`config.mk`:
```
export PLATFORM = sky130hd
export DESIGN_NAME = pos_sweep_engine
export DESIGN_NICKNAME = d
export VERILOG_FILES = /design/src/rtl/pos_sweep_engine.sv
export SDC_FILE = /design/constraint.sdc
export NUM_CORES = 1
export LEC_CHECK = 0
export CORE_ASPECT_RATIO = 1.25
export CORE_MARGIN = 5
export CORE_UTILIZATION = 47
export DETAILED_ROUTE_END_ITERATION = 8
export PLACE_DENSITY = 0.79
export SLEW_MARGIN = 20
export SYNTH_ARGS = -nofsm -noshare
export SYNTH_HDL_FRONTEND = slang
export SYNTH_SLANG_ARGS = --single-unit
```
`constraint.sdc`:
```
create_clock -name clk -period 2.4 [get_ports clk]
set_clock_uncertainty 0.2 [all_clocks]
set_input_delay 0.36 -clock clk [delete_from_list [all_inputs] [get_ports clk]]
set_output_delay 0.36 -clock clk [all_outputs]
set_load 0.005 [all_outputs]
```
`src/rtl/pos_sweep_engine.sv`:
```
// pos_sweep_engine
//   Product-of-sums evaluator with a live lookup path and a sweep engine.
//   The live path registers F = ~maxterm_mask[in] (and its complement) every
//   clock. On start, the sweep engine snapshots the mask and walks all 2^N
//   combinations, one per cycle, counting those where F = 1.
//
//   Optional feature: define POS_SWEEP_TRACE_EN to add the sweep_idx / sweep_F
//   trace ports.
//
// Ports
//   clk          : clock, rising edge
//   rst          : asynchronous reset, active high
//   in           : live input combination (bit N-1 = MSB of index)
//   maxterm_mask : bit i = 1 -> F = 0 at combination i
//   start        : sweep request, honoured only in IDLE
//   F, Fn        : registered live function value and its complement
//   busy         : high for the 2^N sweep cycles
//   done         : one-cycle pulse after the last sweep cycle
//   ones_count   : number of combinations with F = 1 (held until next start)
//   sweep_idx    : (trace) combination being evaluated, 0 outside a sweep
//   sweep_F      : (trace) F at sweep_idx, 0 outside a sweep
module pos_sweep_engine #(
  parameter int N = 3
) (
  input  logic              clk,
  input  logic              rst,
  input  logic [N-1:0]      in,
  input  logic [(1<<N)-1:0] maxterm_mask,
  input  logic              start,
  output logic              F,
  output logic              Fn,
  output logic              busy,
  output logic              done,
  output logic [N:0]        ones_count
`ifdef POS_SWEEP_TRACE_EN
  ,
  output logic [N-1:0]      sweep_idx,
  output logic              sweep_F
`endif
);

  localparam int M = 1 << N;

  typedef enum logic [1:0] {IDLE, SWEEP, DONE} state_t;

  state_t         state_q, state_d;
  logic [N-1:0]   idx_q;
  logic [M-1:0]   mask_q;
  logic           cur_one;
  logic           last_idx;

  // Sweep works on the snapshot so mask changes mid-sweep are invisible.
  assign cur_one  = ~mask_q[idx_q];
  assign last_idx = (idx_q == '1);

  // Live path: independent of the sweep FSM, uses the live mask.
  always_ff @(posedge clk or posedge rst) begin
    if (rst) begin
      F  <= 1'b0;
      Fn <= 1'b1;
    end else begin
      F  <= ~maxterm_mask[in];
      Fn <=  maxterm_mask[in];
    end
  end

  always_ff @(posedge clk or posedge rst) begin
    if (rst) state_q <= IDLE;
    else     state_q <= state_d;
  end

  always_comb begin
    state_d = state_q;
    busy    = 1'b0;
    done    = 1'b0;
    case (state_q)
      IDLE:  if (start) state_d = SWEEP;
      SWEEP: begin
        busy = 1'b1;
        if (last_idx) state_d = DONE;
      end
      DONE: begin
        done    = 1'b1;
        state_d = IDLE;
      end
      default: state_d = IDLE;
    endcase
  end

  // Sweep datapath. ones_count is N+1 bits so an all-zero mask reaches 2^N.
  always_ff @(posedge clk or posedge rst) begin
    if (rst) begin
      idx_q      <= '0;
      mask_q     <= '0;
      ones_count <= '0;
    end else begin
      case (state_q)
        IDLE: if (start) begin
          mask_q     <= maxterm_mask;
          idx_q      <= '0;
          ones_count <= '0;
        end
        SWEEP: begin
          ones_count <= ones_count + {{N{1'b0}}, cur_one};
          if (!last_idx) idx_q <= idx_q + 1'b1;
        end
        default: ;
      endcase
    end
  end

`ifdef POS_SWEEP_TRACE_EN
  assign sweep_idx = (state_q == SWEEP) ? idx_q : '0;
  assign sweep_F   = (state_q == SWEEP) & cur_one;
`endif

endmodule

```
* Word level (Yosys, flattened, before mapping)
Cells that the tools add are included.
** Storage, ports and cells
- Register bits after elaboration :: 19
- Input bits :: 14
** Cells by class
- Reduce and logical (&&, ||, !) cells :: 6
- Muxes and demuxes :: 14
- $add $sub $neg :: 2
- Bitwise operators :: 2
- Eq/ne operators :: 6
- $lt $le $gt $ge :: 2
** Operator list (count)
- less-than comparator 3 x 4 -> 1 bit, second input constant :: 2
- case mux 4 bit (2 select lines) :: 1
- binary-select mux 1 bit (select 3 bit) :: 2
- 2-to-1 mux 3 bit :: 2
- != test 2 bit, second input constant :: 3
- case mux 3 bit (2 select lines) :: 1
- AND reduction 2 bit :: 3
- adder 4 x 1 -> 4 bit :: 1
- 2-to-1 mux 1 bit :: 4
- 2-to-1 mux 2 bit :: 2
- 2-to-1 mux 4 bit :: 1
- case mux 2 bit (2 select lines) :: 1
- adder 3 x 1 -> 3 bit, second input constant :: 1
- equality test 3 bit, second input constant :: 1
- AND reduction 3 bit :: 1
- equality test 2 x 1 -> 1 bit, second input constant :: 1
- equality test 2 bit, second input constant :: 1
- logical NOT 2 bit :: 1
- inverter 1 bit :: 2
- nonzero test 2 bit :: 1

* Depth between registers and ports, before layout
Gate-level depths: netlist of run 1.
- Word-level depth :: 5
- Gate-level depth with buffers :: 7
- Mapped depth without buffers :: 7

* Least setup slack after synthesis of run 1
No wires, ideal clock.
- Path type :: flip-flop to flip-flop
- Start point :: reg idx_q[0]
- End point :: reg ones_count[2]
- Cell stages (with the launch flop) :: 8
- Arrival time :: 1.602 ns
- Path slack :: 0.480 ns
- Library setup time :: 0.118 ns
- Required time :: 2.082 ns
- Cell sequence :: dfrtp_1 -> mux4_2 -> mux2i_1 -> ha_1 -> ha_1 -> nand3b_1 -> xor2_1 -> nor2_1
** On the way
- Cells in the longest elaborated chain, start to end :: 5
** Ends and longest elaborated chain
- start, declared :: RTL line 47 : logic [N-1:0] idx_q;
- start signal, assigned :: RTL line 105 : if (!last_idx) idx_q <= idx_q + 1'b1;
- binary-select mux 1 bit (select 3 bit) :: RTL line 53 : assign cur_one = ~mask_q[idx_q];
- 2-to-1 mux 1 bit (not written as such) :: RTL line 53
- inverter 1 bit :: RTL line 53
- adder 4 x 1 -> 4 bit :: RTL line 104 : ones_count <= ones_count + {{N{1'b0}}, cur_one};
- case mux 4 bit (2 select lines) :: RTL line 97 : case (state_q)
- end signal, assigned :: RTL line 104
- end, declared :: RTL line 34 : output logic [N:0] ones_count
No other way between the ends. The select of a mux whose other input is x is not followed.
A chain may end at the register's enable or synchronous reset.

* Worst setup path in the final report of run 1
- Start point :: reg state_q[1]
- End point :: out busy
** On the way
- Cells in the longest elaborated chain, start to end :: 2
** Ends and longest elaborated chain
- start, declared :: RTL line 46 : state_t state_q, state_d;
- start signal, assigned :: RTL line 69 : else state_q <= state_d;
- equality test 2 x 1 -> 1 bit :: RTL line 76 : case (state_q)
- 2-to-1 mux 1 bit :: RTL line 76
- end, declared :: RTL line 32 : output logic busy,
No other way between the ends.

==> impl_results.md, run 1 <==
- Clk slew on worst S/H paths: 110 ps
- Core area: 1810 um^2
- Area grow syn2layout: 28.9%
- Synth Cell Area: 905 um^2
- Final Setup Violations: 0
- Sequential cell area fraction in the yosys report: 52.7%
- Critical Path RT: 1840 ps
- Clk sinks: 19
- YS warnings: 0
- Worst Hold Class: in -> async
- Relative slew slack: 53.2%
- Status: complete, no violations
- Number of routed nets with antenna violations: 0
- Worst-Margin Slew: 701 ps
- Full die area: 2910 um^2
- Final hold violations: 0
- CTS resizes: 0
- CP Class: reg -> out
- All-Layer GR Usage: 14.0%
- Port buffer count: 21
- Post-CTS setup buffer count: 0
- Total number of vias: 580
- Tot Pwr: 1.32 mW
- Vias in the first global route: 676
- CP startpoint kind: flip-flop
- Iteration-0 DRC Markers: 4
- Post-CTS Hold Buffers: 0
- Total negative slack: 0 ps
- Global-route wire length before repair: 3.05 mm
- Max-cap viol count: 0
- Post-DP HPWL: 1.31 mm
- Mean Syn Cell Area: 14.4 um^2
- Final period util: 90.9%
- Net Count, Synth: 81
- Latest clock arrival within the worst-skew pair: 300 ps
- CP Data Arrival Time: 1620 ps
- Die height: 59.1 um
- Storage cell area: 477 um^2
- Leak: 0.518 nW
- Boundary pin count: 22
- Max VDD drop: 0.587 mV
- DR vias/cell: 5.42
- Crit path capture type: primary output
- Clk root buf: clkbuf_4
- Starting Density: 50.0%
- Pre-CTS setup slack: 349 ps
- Setup slack after layout: 219 ps
- GRT overflow: 0
- Post-Synthesis Cells: 63
- RePlAce Congestion: 0.784
- H-tree depth: 1
- Filler Cell Count: 137
- Fin crit period: 2180 ps
- Post-DP Area: 1140 um^2
- Detailed-route DRC error count: 0
- Synth Register Bits: 19
- Power per Cell Area: 1130 nW/um^2
- Diode count: 0
- Num rows: 17
- Clock buffer depth: 2
- CTS tree: done
- Area of the multi-input gates: 405 um^2
- Nets: 107
- Die Span X: 49.2 um
- DR pass1 iterations: 4
- Final Util: 64.5%
- Library cells used by synthesis: 22
- Top fanout value on the critical path: 5
- Share of layout cells above drive strength 1: 23.9%
- Final Routed Wirelength: 1.70 mm
- F_max: 0.458 GHz
- Max Slew Vio Count: 0
- Final instance area: 1170 um^2
- Initial antenna violation count: 0
- WL/cell: 15.9 um
- Largest net degree at the start of global routing: 20
- RSZ-0062 raised after global routing: false
- TritonCTS buffer count: 3
flip-flops by register name, summed over array words and instances (netlist names):
| signal | count |
|---|---|
| mask_q | 8 |
| ones_count | 4 |
| idx_q | 3 |
| state_q | 2 |
| F | 1 |
| Fn | 1 |
cell type report:
class | instances | share of cell area, %
clock buffer | 3 | 1.93
clock inverter | 1 | 0.429
inverter | 4 | 1.29
multi-input combinational | 39 | 34.8
sequential | 19 | 40.9
tap | 19 | 2.04
timing repair buffer | 22 | 18.7
cells by family (layout without fill, tap and decap cells):
| group | after synthesis | in the layout | share of synthesized area [%] |
|---|---|---|---|
| fa+ha+maj | 4 | 4 | 5.53 |
| xor+xnor | 1 | 1 | 0.968 |
| mux | 16 | 16 | 25.7 |
| flops | 19 | 19 | 52.7 |
| simple gates | 14 | 14 | 9.54 |
| compound gates | 4 | 4 | 3.04 |
| buf+inv | 5 | 30 | 2.49 |
layout by cell type, fill, tap and decap left out, types with 3 or more instances in the layout:
| cell | netlist | routed |
|---|---|---|
| inv_1 | 3 | 3 |
| mux2_2 | 9 | 9 |
| dfrtp_1 | 18 | 18 |
| clkdlybuf4s50_1 | 0 | 21 |
| clkbuf_4 | 0 | 3 |
| ha_1 | 4 | 4 |
| nand2_1 | 4 | 4 |
stage by stage:
| stage | hold slack, ps | instances |
|---|---|---|
| 3_5_place_dp | 289 | 103 |
| 6_report | 254 | 107 |
| 5_1_grt | 312 | 107 |
| 3_3_place_gp | 265 | 103 |
| 4_1_cts | 272 | 107 |
| 2_1_floorplan | 110 | 63 |
path summary, 6_finish.rpt:
kind | slack [ps] | endpoint | from | depth (start not counted)
worst max-delay path | 220 | busy | state_q[1] | 3
worst min-delay path | 250 | ones_count[2] | rst | 2
worst max register to register | 340 | ones_count[2] | idx_q[0] | 7
worst min register to register | 300 | ones_count[3] | ones_count[3] | 1
max in group asynchronous | 1310 | state_q[1] | rst | 2
min in group clk | 300 | ones_count[3] | ones_count[3] | 1
synth_stat cells:
master	count	area (um^2)
nand2_1	4	15.0
mux2i_1	2	20.0
dfstp_2	1	26.3
nor2b_1	1	6.26
inv_1	3	11.3
nand3b_1	1	7.51
a22o_1	2	17.5
nor3b_2	2	25.0
o21ai_0	2	10.0
and2_1	1	6.26
mux4_1	2	52.6
xor2_1	1	8.76
nand2b_1	2	12.5
ha_1	4	50.1
nand4_1	1	6.26
dfrtp_1	18	450
buf_4	1	7.51
inv_2	1	3.75
nor2_1	2	7.51
mux4_2	2	45.0
mux2i_2	1	13.8
mux2_2	9	101
where the power goes:
part	switching [mW]	internal (mW)	total [mW]
clock network	0.103	0.0622	0.166
registers	0.115	0.466	0.581
logic	0.213	0.357	0.570
worst max-delay path: stages (launching register included):
cell and delay [ps]:
dfrtp_1 450, nand2b_1 200, inv_1 150, clkdlybuf4s50_1 520
routing by layer:
metal	share of wire, %	vias up	track usage [%]
met5	0	-	0
met4	0.94	0	8.08
met3	5.1	2	3.53
met2	51	13	23.2
met1	42	288	16.5
li1	-	277	-
No activity file was read; power rests on OpenSTA's default activity.
==> inputs of run 2 (changes only) <==
CORE_UTILIZATION = 50   (was 47)
CTS_BUF_LIST = sky130_fd_sc_hd__clkbuf_4 sky130_fd_sc_hd__clkbuf_8   (was unset)
==> run 2 against run 1 <==
Combinational power barely moved. Sequential share of layout area down 0.087 points. Register-to-register slack gained 30 ps. Largest power group unchanged.
==> impl_results.md, run 2 (synthesized netlist as in run 1, its figures left out) <==
- Final Setup Violations: 0 (unchanged)
- Boundary pin count: 22 (unchanged)
- Iteration-0 DRC Markers: 6 (was 4)
- Global-route wire length before repair: 2.83 mm (was 3.05 mm)
- Nets: 107 (unchanged)
- Clk root buf: clkbuf_4 (unchanged)
- Diode count: 0 (unchanged)
- WL/cell: 15.2 um (was 15.9 um)
- Die Span X: 48.0 um (was 49.2 um)
- Num rows: 17 (unchanged)
- Full die area: 2770 um^2 (was 2910 um^2)
- Critical Path Max Stage Delay: 520 ps (about the same)
- Biggest register: mask_q (unchanged)
- TritonCTS buffer count: 3 (unchanged)
- CP Class: reg -> out (unchanged)
- Post-CTS Hold Buffers: 0 (unchanged)
- Storage cell area: 477 um^2 (unchanged)
- Initial antenna violation count: 0 (unchanged)
- H-tree depth: 1 (unchanged)
- Most frequent cells in the layout: clkdlybuf4s50_1, dfrtp_1, mux2_2 (was clkdlybuf4s50_1, dfrtp_1, mux2_2, nand2_1, ha_1)
- Die height: 57.6 um (was 59.1 um)
- Final hold violations: 0 (unchanged)
- F_max: 0.466 GHz (was 0.458 GHz)
- RePlAce Congestion: 0.755 (was 0.784)
- Vias in the first global route: 644 (was 676)
- Total negative slack: 0 ps (unchanged)
- Crit path capture type: primary output (unchanged)
- Area grow syn2layout: 29.2% (was 28.9%)
- Pre-CTS setup slack: 377 ps (was 349 ps)
- Largest net degree at the start of global routing: 20 (unchanged)
- Slowest CP cell: clkdlybuf4s50_1 (unchanged)
- Critical Path RT: 1840 ps (about the same)
- Post-DP HPWL: 1.34 mm (was 1.31 mm)
- CTS tree: done (unchanged)
- Clk sinks: 19 (unchanged)
- Detailed-route DRC error count: 0 (unchanged)
- Final Util: 67.0% (was 64.5%)
- Power per Cell Area: 1120 nW/um^2 (was 1130 nW/um^2)
- Total number of vias: 596 (was 580)
- Filler Cell Count: 133 (was 137)
- Worst-Margin Slew: 689 ps (was 701 ps)
- Max-cap viol count: 0 (unchanged)
- Leak: 0.519 nW (was 0.518 nW)
- Final Routed Wirelength: 1.63 mm (was 1.70 mm)
- Post-CTS setup buffer count: 0 (unchanged)
- GRT overflow: 0 (unchanged)
- Relative slew slack: 54.0% (was 53.2%)
- Core area: 1740 um^2 (was 1810 um^2)
- Latest clock arrival within the worst-skew pair: 280 ps (was 300 ps)
- Max VDD drop: 0.634 mV (was 0.587 mV)
- Max reg flops: 8 (unchanged)
- Commonest non-fill, non-tap cell in the layout: clkdlybuf4s50_1 (unchanged)
- Delay-heaviest family, CP: buffers and inverters (unchanged)
- Max Slew Vio Count: 0 (unchanged)
- CP startpoint kind: flip-flop (unchanged)
- Worst Hold Class: in -> async (unchanged)
- DR pass1 iterations: 4 (unchanged)
- Largest registers: mask_q x8, ones_count x4, idx_q x3 (unchanged)
- Share of layout cells above drive strength 1: 23.9% (unchanged)
- Top fanout value on the critical path: 5 (unchanged)
- Starting Density: 51.9% (was 50.0%)
- RSZ-0062 raised after global routing: false (unchanged)
- Clock buffer depth: 2 (unchanged)
- Area of the multi-input gates: 405 um^2 (unchanged)
- CTS resizes: 0 (unchanged)
- Tot Pwr: 1.31 mW (was 1.32 mW)
- Fin crit period: 2150 ps (was 2180 ps)
- Status: complete, no violations (unchanged)
- All-Layer GR Usage: 14.1% (was 14.0%)
- DR vias/cell: 5.57 (was 5.42)
- CP Data Arrival Time: 1590 ps (was 1620 ps)
- CP Buf/Inv Count: 2 (unchanged)
- Final period util: 89.4% (was 90.9%)
- Critical path, cell by cell: nand2b_1 > inv_1 > clkdlybuf4s50_1 (unchanged)
- Setup slack after layout: 255 ps (was 219 ps)
- Clk slew on worst S/H paths: 100 ps (was 110 ps)
- Number of routed nets with antenna violations: 0 (unchanged)
- Port buffer count: 21 (unchanged)
run 2: cell types whose count changed in the layout (fill, tap and decap cells not counted):
cell      before  now
clkbuf_4       3    4
clkinv_2       1    0
run 2: power by group:
| group | internal (mW) | leakage (nW) | switching, mW |
|---|---|---|---|
| Combinational | 0.357 | 0.272 | 0.211 |
| Clock | 0.0757 | 0.0184 | 0.0873 |
| Sequential | 0.467 | 0.229 | 0.117 |
run 2: final cells by class:
class	instances	share of cell area [%]
tap	19	2.03
multi-input combinational	39	34.7
clock buffer	4	2.57
sequential	19	40.8
timing repair buffer	22	18.6
inverter	4	1.28
run 2: worst paths after layout:
kind	startpoint	to	slack, ps	cells after the start
min in group clk	ones_count[3]	ones_count[3]	300	1
max	state_q[1]	busy	250	3
min reg2reg	ones_count[3]	ones_count[3]	300	1
min	rst	F	270	2
max reg2reg	idx_q[0]	ones_count[2]	370	7
max in group asynchronous	rst	idx_q[1]	1290	2
run 2: routing by layer:
layer  GRT usage [%]  vias up  wire, um
met5               0        -         0
met4            5.00        0        21
met3            2.84        2        81
met2            25.3       11       922
met1            15.4      301       604
li1                -      282         -
run 2: worst register-to-register path, stage by stage (launching register included):
cell and delay (ps):
dfrtp_1 450, mux4_2 520, mux2i_1 150, ha_1 180, ha_1 150, nand3b_1 90, xor2_1 140, nor2_1 50
run 2: through the flow:
step	cell area [um^2]	cells	hold WS, ps
4_1_cts	1170	107	299
3_5_place_dp	1140	103	296
5_1_grt	1170	107	327
2_1_floorplan	905	63	110
6_report	1170	107	274
3_3_place_gp	1140	103	260
==> inputs of run 3 (changes only) <==
ABC_CLOCK_PERIOD_IN_PS = 2400   (was unset)
CTS_CLUSTER_SIZE = 20   (was unset)
==> results of run 3 <==
The final DEF is identical to that of run 2; final timing and power are the same.
